===== config.mk =====
export PLATFORM = sky130hd
export DESIGN_NAME = instr_fetch_aligner
export DESIGN_NICKNAME = d
export VERILOG_FILES = /design/src/rtl/instr_fetch_aligner.sv
export SDC_FILE = /design/constraint.sdc
export NUM_CORES = 1
export LEC_CHECK = 0
export BUFFER_PORTS_ARGS = -buffer_cell sky130_fd_sc_hd__buf_2
export CAP_MARGIN = 20
export CORE_ASPECT_RATIO = 1.2
export CORE_MARGIN = 2
export CORE_UTILIZATION = 53
export DETAILED_ROUTE_END_ITERATION = 10
export GPL_TIMING_DRIVEN = 0
export PLACE_DENSITY = 0.8
export SLEW_MARGIN = 20
export SYNTH_ARGS = -nofsm -noshare
export SYNTH_HDL_FRONTEND = slang
export SYNTH_SLANG_ARGS = --single-unit

===== constraint.sdc =====
create_clock -name clk_i -period 3.6 [get_ports clk_i]
set_input_delay 0.18 -clock clk_i [delete_from_list [all_inputs] [get_ports clk_i]]
set_output_delay 0.18 -clock clk_i [all_outputs]
set_load 0.02 [all_outputs]

===== src/rtl/instr_fetch_aligner.sv =====
// Fetch-side instruction aligner: buffers up to two fetched words and presents whole
// instructions to decode. Define RVC_EN to enable 16-bit compressed parcel alignment.
module instr_fetch_aligner #(
  parameter logic [31:0] BOOT_ADDR = 32'h0000_0000
) (
  input  logic        clk_i,
  input  logic        rst_i,
  output logic        instr_req_o,
  output logic [31:0] instr_addr_o,
  input  logic        instr_gnt_i,
  input  logic        instr_rvalid_i,
  input  logic [31:0] instr_rdata_i,
  input  logic        jump_i,
  input  logic [31:0] jump_target_i,
  input  logic        instr_ready_i,
  output logic        instr_valid_o,
  output logic [31:0] instr_o,
  output logic [31:0] pc_o,
  output logic        compressed_inst_o,
  output logic        illegal_compressed_inst_o
);

`ifdef RVC_EN
  localparam logic [31:0] PC_MASK = 32'hFFFF_FFFE;
`else
  localparam logic [31:0] PC_MASK = 32'hFFFF_FFFC;
`endif
  localparam logic [31:0] WORD_MASK  = 32'hFFFF_FFFC;
  localparam logic [1:0]  FIFO_DEPTH = 2'd2;

  logic [31:0] pc_q, pc_d;
  logic [31:0] fetch_addr_q, fetch_addr_d;
  logic [31:0] w0_q, w0_d, w1_q, w1_d;
  logic [1:0]  cnt_q, cnt_d, cnt_tmp;
  logic        outstanding_q, outstanding_d;
  logic        discard_q, discard_d;

  logic        avail, is_comp, ill_c;
  logic [31:0] instr_c, pc_step, pc_seq, jump_pc;
  logic        fetch_hs, consume, pop, push;

  // Instruction extraction from the head of the buffer at the current pc
`ifdef RVC_EN
  logic [15:0] lo;
  assign lo      = pc_q[1] ? w0_q[31:16] : w0_q[15:0];
  assign is_comp = (lo[1:0] != 2'b11);
  assign avail   = (is_comp || !pc_q[1]) ? (cnt_q != 2'd0) : (cnt_q == FIFO_DEPTH);
  assign instr_c = is_comp ? {16'h0000, lo}
                           : (pc_q[1] ? {w1_q[15:0], w0_q[31:16]} : w0_q);
  assign ill_c   = is_comp && (lo == 16'h0000);
  assign pc_step = is_comp ? 32'd2 : 32'd4;
`else
  assign is_comp = 1'b0;
  assign avail   = (cnt_q != 2'd0);
  assign instr_c = w0_q;
  assign ill_c   = (w0_q[1:0] != 2'b11);
  assign pc_step = 32'd4;
`endif

  assign instr_valid_o             = avail && !jump_i;
  assign instr_o                   = avail ? instr_c : 32'h0;
  assign pc_o                      = pc_q;
  assign compressed_inst_o         = avail && is_comp;
  assign illegal_compressed_inst_o = avail && ill_c;

  // Request depends on registered state only (rst_i gating keeps it low during reset)
  assign instr_req_o  = !rst_i && !outstanding_q && (cnt_q < FIFO_DEPTH);
  assign instr_addr_o = fetch_addr_q;

  assign fetch_hs = instr_req_o && instr_gnt_i;
  assign consume  = instr_valid_o && instr_ready_i;
  assign pc_seq   = pc_q + pc_step;
  assign pop      = consume && (pc_seq[31:2] != pc_q[31:2]);
  assign push     = instr_rvalid_i && !discard_q;
  assign jump_pc  = jump_target_i & PC_MASK;

  always_comb begin
    pc_d          = pc_q;
    fetch_addr_d  = fetch_addr_q;
    w0_d          = w0_q;
    w1_d          = w1_q;
    cnt_tmp       = cnt_q;
    cnt_d         = cnt_q;
    outstanding_d = outstanding_q;
    discard_d     = discard_q;

    if (instr_rvalid_i) begin
      outstanding_d = 1'b0;
      discard_d     = 1'b0;
    end
    if (fetch_hs) begin
      outstanding_d = 1'b1;
      fetch_addr_d  = fetch_addr_q + 32'd4;
    end

    if (consume) pc_d = pc_seq;
    if (pop) begin
      w0_d    = w1_q;
      cnt_tmp = cnt_q - 2'd1;
    end
    if (push) begin
      if (cnt_tmp == 2'd0) w0_d = instr_rdata_i;
      else                 w1_d = instr_rdata_i;
      cnt_tmp = cnt_tmp + 2'd1;
    end
    cnt_d = cnt_tmp;

    // Redirect wins; a request granted this cycle carried the old address, so drop it too
    if (jump_i) begin
      pc_d         = jump_pc;
      fetch_addr_d = jump_pc & WORD_MASK;
      cnt_d        = 2'd0;
      discard_d    = (outstanding_q && !instr_rvalid_i) || fetch_hs;
    end
  end

  always_ff @(posedge clk_i) begin
    if (rst_i) begin
      pc_q          <= BOOT_ADDR & PC_MASK;
      fetch_addr_q  <= BOOT_ADDR & WORD_MASK;
      w0_q          <= 32'h0;
      w1_q          <= 32'h0;
      cnt_q         <= 2'd0;
      outstanding_q <= 1'b0;
      discard_q     <= 1'b0;
    end else begin
      pc_q          <= pc_d;
      fetch_addr_q  <= fetch_addr_d;
      w0_q          <= w0_d;
      w1_q          <= w1_d;
      cnt_q         <= cnt_d;
      outstanding_q <= outstanding_d;
      discard_q     <= discard_d;
    end
  end

endmodule


# == Word-level counts from Yosys, hierarchy flattened ==
# Cells that the tools add are included.
# op_classes
magnitude_cmp,1
bitwise,1
muxes,13
reduce_logical,23
add_sub_neg,4
eq_ne,2
# op_table
op,count
$mux 32,8
$add 32x3->32 const B,2
$ne 30x30->1,1
$reduce_bool 2->1,5
$logic_and 1x1->1,9
$logic_not 1->1,5
$mux 2,2
$mux 1,3
$add 2x1->2 const B,1
$logic_not 2->1,1
$lt 2x2->1 const B,1
$ne 2x2->1 const B,1
$reduce_and 2->1,1
$reduce_or 2->1,1
$sub 2x1->2 const B,1
$logic_or 1x1->1,1
$not 1->1,1
# word_totals
register_bits,132
elab_cells,53
input_bits,70
out_inout_bits,100

# == Logic depth before layout (Yosys ltp) ==
# Gate-level depths: netlist of run 1.
# depth
word_depth,8
ltp_mapped,12
depth_no_buf,10

# == Least setup slack after synthesis of run 1 ==
# No wires, ideal clock.
# synth_timing
path_kind,register to register
start,reg cnt_q[1]
end,"reg w0_q[0], in the netlist instr_c[0]"
setup_ps,91
stages_incl_launch_ff,12
n_path_buf,3
path_slack_ps,991
t_arrival_ps,2518
t_required_ps,3509
period_less_slack_ps,2609
cell_sequence,dfxtp_1 inv_1 ha_1 clkbuf_1 nor3b_2 xnor2_1 ha_1 nand3b_1 buf_1 clkbuf_1 nor2_1 a311oi_1
# synth_via
elab_chain_len,8
word_cells_on_any_way,10
cone_classes,1 x add/sub; 4 x mux; 5 x reduce/logical
# synth_rtl
item,line_no,rtl
start: declaration,34,"logic [1:0] cnt_q, cnt_d, cnt_tmp;"
start signal: assignment,131,cnt_q <= cnt_d;
$reduce_bool 2->1,54,assign avail = (cnt_q != 2'd0);
$logic_and 1x1->1,60,assign instr_valid_o = avail && !jump_i;
$logic_and 1x1->1,71,assign consume = instr_valid_o && instr_ready_i;
$logic_and 1x1->1,73,assign pop = consume && (pc_seq[31:2] != pc_q[31:2]);
$mux 2,97,if (pop) begin
$logic_not 2->1,102,if (cnt_tmp == 2'd0) w0_d = instr_rdata_i;
$mux 32,102,
$mux 32 *,101,if (push) begin
end signal: assignment,129,w0_q <= w0_d;
end: declaration,33,"logic [31:0] w0_q, w0_d, w1_q, w1_d;"
# Every way passes the cells marked *; elsewhere a longest branch is shown, timed or not.
# A chain may end at the register's enable or synchronous reset.

# == Final worst setup path of run 1 ==
# layout_timing
start,reg cnt_q[1]
end,"reg w0_q[12], in the netlist instr_c[12]"
# The elaborated chain is that of the path after synthesis.

==> results.cfg, run 1 <==
[placement]
port_buffers = 161
dpl-instance-area_um2 = 7553
dp_hpwl_mm = 15.15
gp_routability_congestion = 1.020

[global_route]
antenna_found_initial = 2
grt_pass1_vias = 6459
globalRouteOverflowTotal = 0
grt_pass1_wl_mm = 32.78
grt_max_degree = 17
grt_use_total = 0.3104

[flow_run]
maxCapViolCount = 0

[run_status]
status = complete, no violations

[routing]
drt-total-wl_mm = 20.91
dr_total_vias = 7160
drt-initial-drc-count = 534
ant_nets = 0
wl_per_cell_um = 17.42
dr.pass1.iters = 5
drc = 0
vias_per_cell = 5.967

[floorplan]
initial_utilization = 0.5417
core_um2 = 12060
die_w_um = 105.3
io_pins = 170
die_h_um = 125.6
die_area_um2 = 13230
row_count = 44

[clock_tree]
clock_path_buffers = 2
cts.reportedPaths.clkPinSlew_ns = 0.06
numClockSinks = 128
cts_tree = built
postCtsSetupBuffers = 0
clk_latency_ns = 0.42
cts_made_buffers = 17
cts_hold_buffers = 0
h-tree-depth = 4
root_buffer = clkbuf_16
cts_resized = 0

[critical_path]
crit_required_ns = 3.93
crit_type = reg -> reg
cp-end-kind = register
cp.arrival_ns = 3.60
start_kind = register
worstPathMaxFanout = 10

[cells_and_area]
final_nets = 1099
utilization = 0.6756
area_growth_pct = 24.71
fin_area_um2 = 8145
fillCellCount = 1065
drive_gt1_frac = 0.2013

[power]
pwr-share-clk = 0.437
p_per_area_nw_per_um2 = 479.4
p_int_w = 0.002774
p_total_w = 0.003905
power_leakage_nw = 3.158
p_sw_frac = 0.2895
seq_power_share = 0.416
max-vdd-ir-drop_mv = 0.2914
power.switching_w = 0.001130
comb_power_share = 0.148

[sta]
setup_viol = 0
finalHoldViolCount = 0
tns_ns = 0
holdWs_ns = 0.006697
rsz0062_at_grt = false
fin_crit_sh = 0.9093
slew_headroom = 0.4677
worstMarginPinSlew_ns = 0.7911
max_freq_mhz = 305.5
drv_slew = 0
fin_crit_ns = 3.274
fin_skew_ns = 0.007260

[logic_synthesis]
synth_top_area_cell = dfxtp_1
postSynth.asyncResetShare = 0
ys.flop_type = dfxtp_1
yosysWarnings = 0
netlist_area_um2 = 6531
synth-edff-count = 0
yosysUniqueCellTypes = 56
netlist_instances = 841
yosys-top-cells-area = dfxtp_1 (39%), nand2_1 (10%), a311oi_1 (5.1%)
ys_ff_latch = 128
seq_area_frac_synth = 0.3923
syn_area_per_cell_um2 = 7.766
synth.top_cell.area_share = 0.3923

[worst_hold_path]
worstHoldPathType = in -> reg
## per-stage QoR
step / setup slack, ns / cells
2_1_floorplan: 0.9908 / 845
3_3_place_gp: 0.2815 / 1167
3_5_place_dp: 0.2448 / 1167
4_1_cts: 0.1913 / 1199
5_1_grt: 0.01955 / 1199
6_report: 0.3264 / 1200
## flip-flops by register name, indices dropped and copies added, names as in the netlist
name           count
instr_c           32
pc_o              30
discard_q          1
w1_q              32
cnt_q              2
instr_addr_o      30
outstanding_q      1
## power by group through the flow
stage	Combinational, W	Sequential, W	Clock [W]
3_5_place_dp	0.000566	0.00165	0
5_1_grt	0.000626	0.00164	0.00178
2_1_floorplan	0.000318	0.00168	0
6_report	0.000576	0.00162	0.00171
3_3_place_gp	0.000559	0.00165	0
4_1_cts	0.000571	0.00162	0.00171
## placed cells by master, fill, tap and decap left out, types with 4 or more instances in the layout
| cell | instances |
|---|---|
| xor2_1 | 8 |
| buf_4 | 5 |
| o31ai_1 | 9 |
| nor2_1 | 59 |
| ha_1 | 4 |
| nand3_1 | 23 |
| a211oi_1 | 10 |
| and3_1 | 11 |
| conb_1 | 5 |
| dfxtp_1 | 128 |
| nor4_1 | 19 |
| clkinvlp_4 | 5 |
| a21boi_0 | 10 |
| o211ai_1 | 6 |
| nand2b_1 | 4 |
| xnor2_1 | 9 |
| o31a_1 | 7 |
| buf_2 | 162 |
| a31oi_1 | 17 |
| o21ai_0 | 5 |
| clkbuf_1 | 54 |
| nand4_1 | 18 |
| or4_1 | 12 |
| nor2b_1 | 37 |
| inv_1 | 17 |
| buf_1 | 7 |
| or3_1 | 9 |
| nor3_1 | 19 |
| nand2_1 | 176 |
| clkbuf_16 | 17 |
| nor4b_1 | 5 |
| o21bai_1 | 9 |
| a311oi_1 | 38 |
| a21oi_1 | 54 |
| a2111oi_0 | 4 |
| and4_1 | 12 |
## critical path, cell delays in order, from the launching register on
cell and delay [ns]:
dfxtp_1 0.41, inv_1 0.08, ha_1 0.21, clkbuf_1 0.28, nor3b_4 0.51, xnor2_1 0.18
ha_1 0.26, nand3b_1 0.09, buf_1 0.36, clkbuf_1 0.45, nor2_1 0.09, a311oi_1 0.27
## area by class of cell
class | instances | area (µm²) | share of cell area
Multi-Input combinational cell | 632 | 3643 | 0.4473
Sequential cell | 128 | 2562 | 0.3146
Inverter | 17 | 63.81 | 0.007834
Antenna cell | 1 | 2.502 | 0.0003072
Buffer | 68 | 284.0 | 0.03487
Clock buffer | 19 | 442.9 | 0.05438
Clock inverter | 13 | 138.9 | 0.01705
Tap cell | 161 | 201.4 | 0.02473
Timing Repair Buffer | 161 | 805.8 | 0.09892
## metal layers
layer | wire, µm | vias to the layer above | global-route usage
met2 | 10340 | 393 | 0.5321
met1 | 7973 | 3298 | 0.3619
met4 | 696 | 0 | 0.1451
met3 | 1899 | 59 | 0.07664
li1 | - | 3410 | -
met5 | 0 | - | 0
## cells in the mapped netlist, types with 6 or more instances
cell	instances
and4_1	12
nor3_1	19
o31ai_1	9
a211oi_1	10
nor2b_1	37
buf_1	7
or3_1	9
xor2_1	8
inv_1	17
dfxtp_1	128
and3_1	11
nand3_1	23
o31a_1	7
nor2_1	59
nand2_1	176
xnor2_1	9
clkbuf_1	54
o211ai_1	6
or4_1	12
nor4_1	19
a21oi_1	54
a311oi_1	38
a31oi_1	17
o21bai_1	9
nand4_1	18
a21boi_0	10
## logic make-up (layout without fill, tap and decap cells)
| kind of cell | Yosys count | after routing | synth area share |
|---|---|---|---|
| muxes | 1 | 1 | 0.001724 |
| xor gates and xnor gates | 17 | 17 | 0.02280 |
| DFF | 128 | 128 | 0.3923 |
| AOI/OAI and AO/OA | 186 | 186 | 0.2013 |
| adders and majority gates | 4 | 4 | 0.007663 |
| buffers and inverters | 85 | 278 | 0.05306 |
| other | 1 | 6 | 0.0005742 |
| and+or+nand+nor | 419 | 419 | 0.3205 |
## worst paths after layout
check | from | end | slack [ns] | depth (start not counted)
setup / recovery | cnt_q[1] | instr_c[12] | 0.33 | 11
hold / removal | instr_rvalid_i | discard_q | 0.007 | 2
setup reg to reg | cnt_q[1] | instr_c[12] | 0.33 | 11
hold reg to reg | w1_q[5] | w1_q[5] | 0.45 | 2
Note: power is estimated with default switching activity, not from simulation.
==> inputs of run 2 (changes only) <==
--- a/config.mk
+++ b/config.mk
@@ -13,6 +13,7 @@
 export DETAILED_ROUTE_END_ITERATION = 10
 export GPL_TIMING_DRIVEN = 0
 export PLACE_DENSITY = 0.8
+export RECOVER_POWER = 25
 export SLEW_MARGIN = 20
 export SYNTH_ARGS = -nofsm -noshare
 export SYNTH_HDL_FRONTEND = slang
==> run 2 against run 1 <==
Non-clock buffer count unchanged. Die area unchanged. Final cell count about the same. Wire length up 0.23%. Clock power about the same. Final area down 0.81%. Clock-buffer cell count unchanged. Via count about the same. Combinational power down 2%. Critical path type unchanged. Clock skew about the same. Total power down 0.21%. Critical path depth unchanged.
==> results.cfg, run 2 (synthesized netlist as in run 1, its figures left out) <==
[critical_path]
startpoint = cnt_q[1]
cp.arrival_ns = 3.59
worstPathMaxFanout = 10
crit_type = reg -> reg
r2r_start = cnt_q[1]
start_kind = register
r2r_slack_ns = 0.34
crit_required_ns = 3.93
cp-end-kind = register

[global_route]
grt_max_degree = 17
grt_util_met3 = 0.07664
grt_pass1_wl_mm = 32.78
antenna_found_initial = 2
met2_usage = 0.5321
grt_use_total = 0.3104
grt_pass1_vias = 6459
busiest_layer = met2
globalRouteOverflowTotal = 0
use_met1 = 0.3619

[cells_and_area]
drive_gt1_frac = 0.1484
utilization = 0.6701
fillCellCount = 1084
layout_common_cells = nand2_1 (176), dfxtp_1 (128), clkbuf_1 (109)
fin_area_um2 = 8079
final-instance-count-excl-fill = 1201
area_growth_pct = 23.70
final_common_cell = nand2_1
final_nets = 1099

[flow_run]
maxCapViolCount = 0

[sta]
max_freq_mhz = 306.6
fin_crit_ns = 3.261
worstMarginPinSlew_ns = 0.8021
rsz0062_at_grt = false
fin_crit_sh = 0.9059
tns_ns = 0
finalHoldViolCount = 0
drv_slew = 0
fin_skew_ns = 0.007185
holdWs_ns = 0.004591
slew_headroom = 0.4604
setup_viol = 0

[clock_tree]
cts_hold_buffers = 0
numClockSinks = 128
postCtsSetupBuffers = 0
h-tree-depth = 4
cts_tree = built
clk_latency_ns = 0.42
root_buffer = clkbuf_16
cts_resized = 0
cts_made_buffers = 17
cts.reportedPaths.clkPinSlew_ns = 0.06
clock_path_buffers = 2

[placement]
gp_routability_congestion = 1.020
dp_hpwl_mm = 15.15
port_buffers = 161
dp.cells = 1167
dpl-instance-area_um2 = 7553

[floorplan]
io_pins = 170
die_h_um = 125.6
core_um2 = 12060
die_w_um = 105.3
row_count = 44
initial_utilization = 0.5417
die_area_um2 = 13230

[routing]
drc = 0
dr_total_vias = 7162
vias_per_cell = 5.963
drt-initial-drc-count = 518
ant_nets = 0
drt-total-wl_mm = 20.95
dr.pass1.iters = 5
wl_per_cell_um = 17.45

[worst_hold_path]
hp-start = instr_rvalid_i
worstHoldPathType = in -> reg

[power]
p_per_area_nw_per_um2 = 482.3
power_leakage_nw = 2.953
max-vdd-ir-drop_mv = 0.2919

[run_status]
status = complete, no violations
==> run 2: cell types whose count changed in the layout (fill, tap and decap cells not counted) <==
cell / delta
buf_2: -55
diode_2: +1
clkbuf_1: +55
==> run 2: path summary, 6_finish.rpt <==
check,to,cells after the start
hold / removal,discard_q,2
hold reg to reg,w1_q[5],2
setup / recovery,instr_c[12],11
setup reg to reg,instr_c[12],11
==> run 2: final cells by class <==
class | count | area, µm² | share of cell area
tap | 161 | 201.4 | 0.02493
multi-input combinational | 632 | 3643 | 0.4510
sequential | 128 | 2562 | 0.3172
inverter | 17 | 63.81 | 0.007898
timing repair buffer | 161 | 737.0 | 0.09122
antenna | 2 | 5.005 | 0.0006195
buffer | 68 | 284.0 | 0.03516
clock inverter | 13 | 138.9 | 0.01719
clock buffer | 19 | 442.9 | 0.05482
==> run 2: layer usage <==
| layer | share of wire | vias up | routed length (µm) |
|---|---|---|---|
| met4 | 0.033 | 0 | 690 |
| li1 | - | 3415 | - |
| met5 | 0 | - | 0 |
| met2 | 0.50 | 403 | 10390 |
| met1 | 0.38 | 3289 | 7922 |
| met3 | 0.093 | 55 | 1952 |
==> run 2: power by group <==
group / leakage, nW / switching, W / internal [W]
Combinational: 1.63 / 0.000364 / 0.000202
Sequential: 1.06 / 0.0000991 / 0.00153
Clock: 0.271 / 0.000671 / 0.00104
Total: 2.95 / 0.00113 / 0.00276
==> run 2: worst max-delay path: stages (launching register included) <==
cell      delay (ns)
dfxtp_1         0.41
inv_1           0.08
ha_1            0.21
clkbuf_1        0.28
nor3b_4         0.50
xnor2_1         0.18
ha_1            0.26
nand3b_1        0.09
buf_1           0.35
clkbuf_1        0.45
nor2_1          0.09
a311oi_1        0.27
==> run 2: stage by stage <==
stage | total power (W) | setup slack [ns]
5_1_grt | 0.004032 | 0.01955
6_report | 0.003896 | 0.3387
3_5_place_dp | 0.002214 | 0.2448
2_1_floorplan | 0.001999 | 0.9908
3_3_place_gp | 0.002206 | 0.2815
4_1_cts | 0.003898 | 0.1913
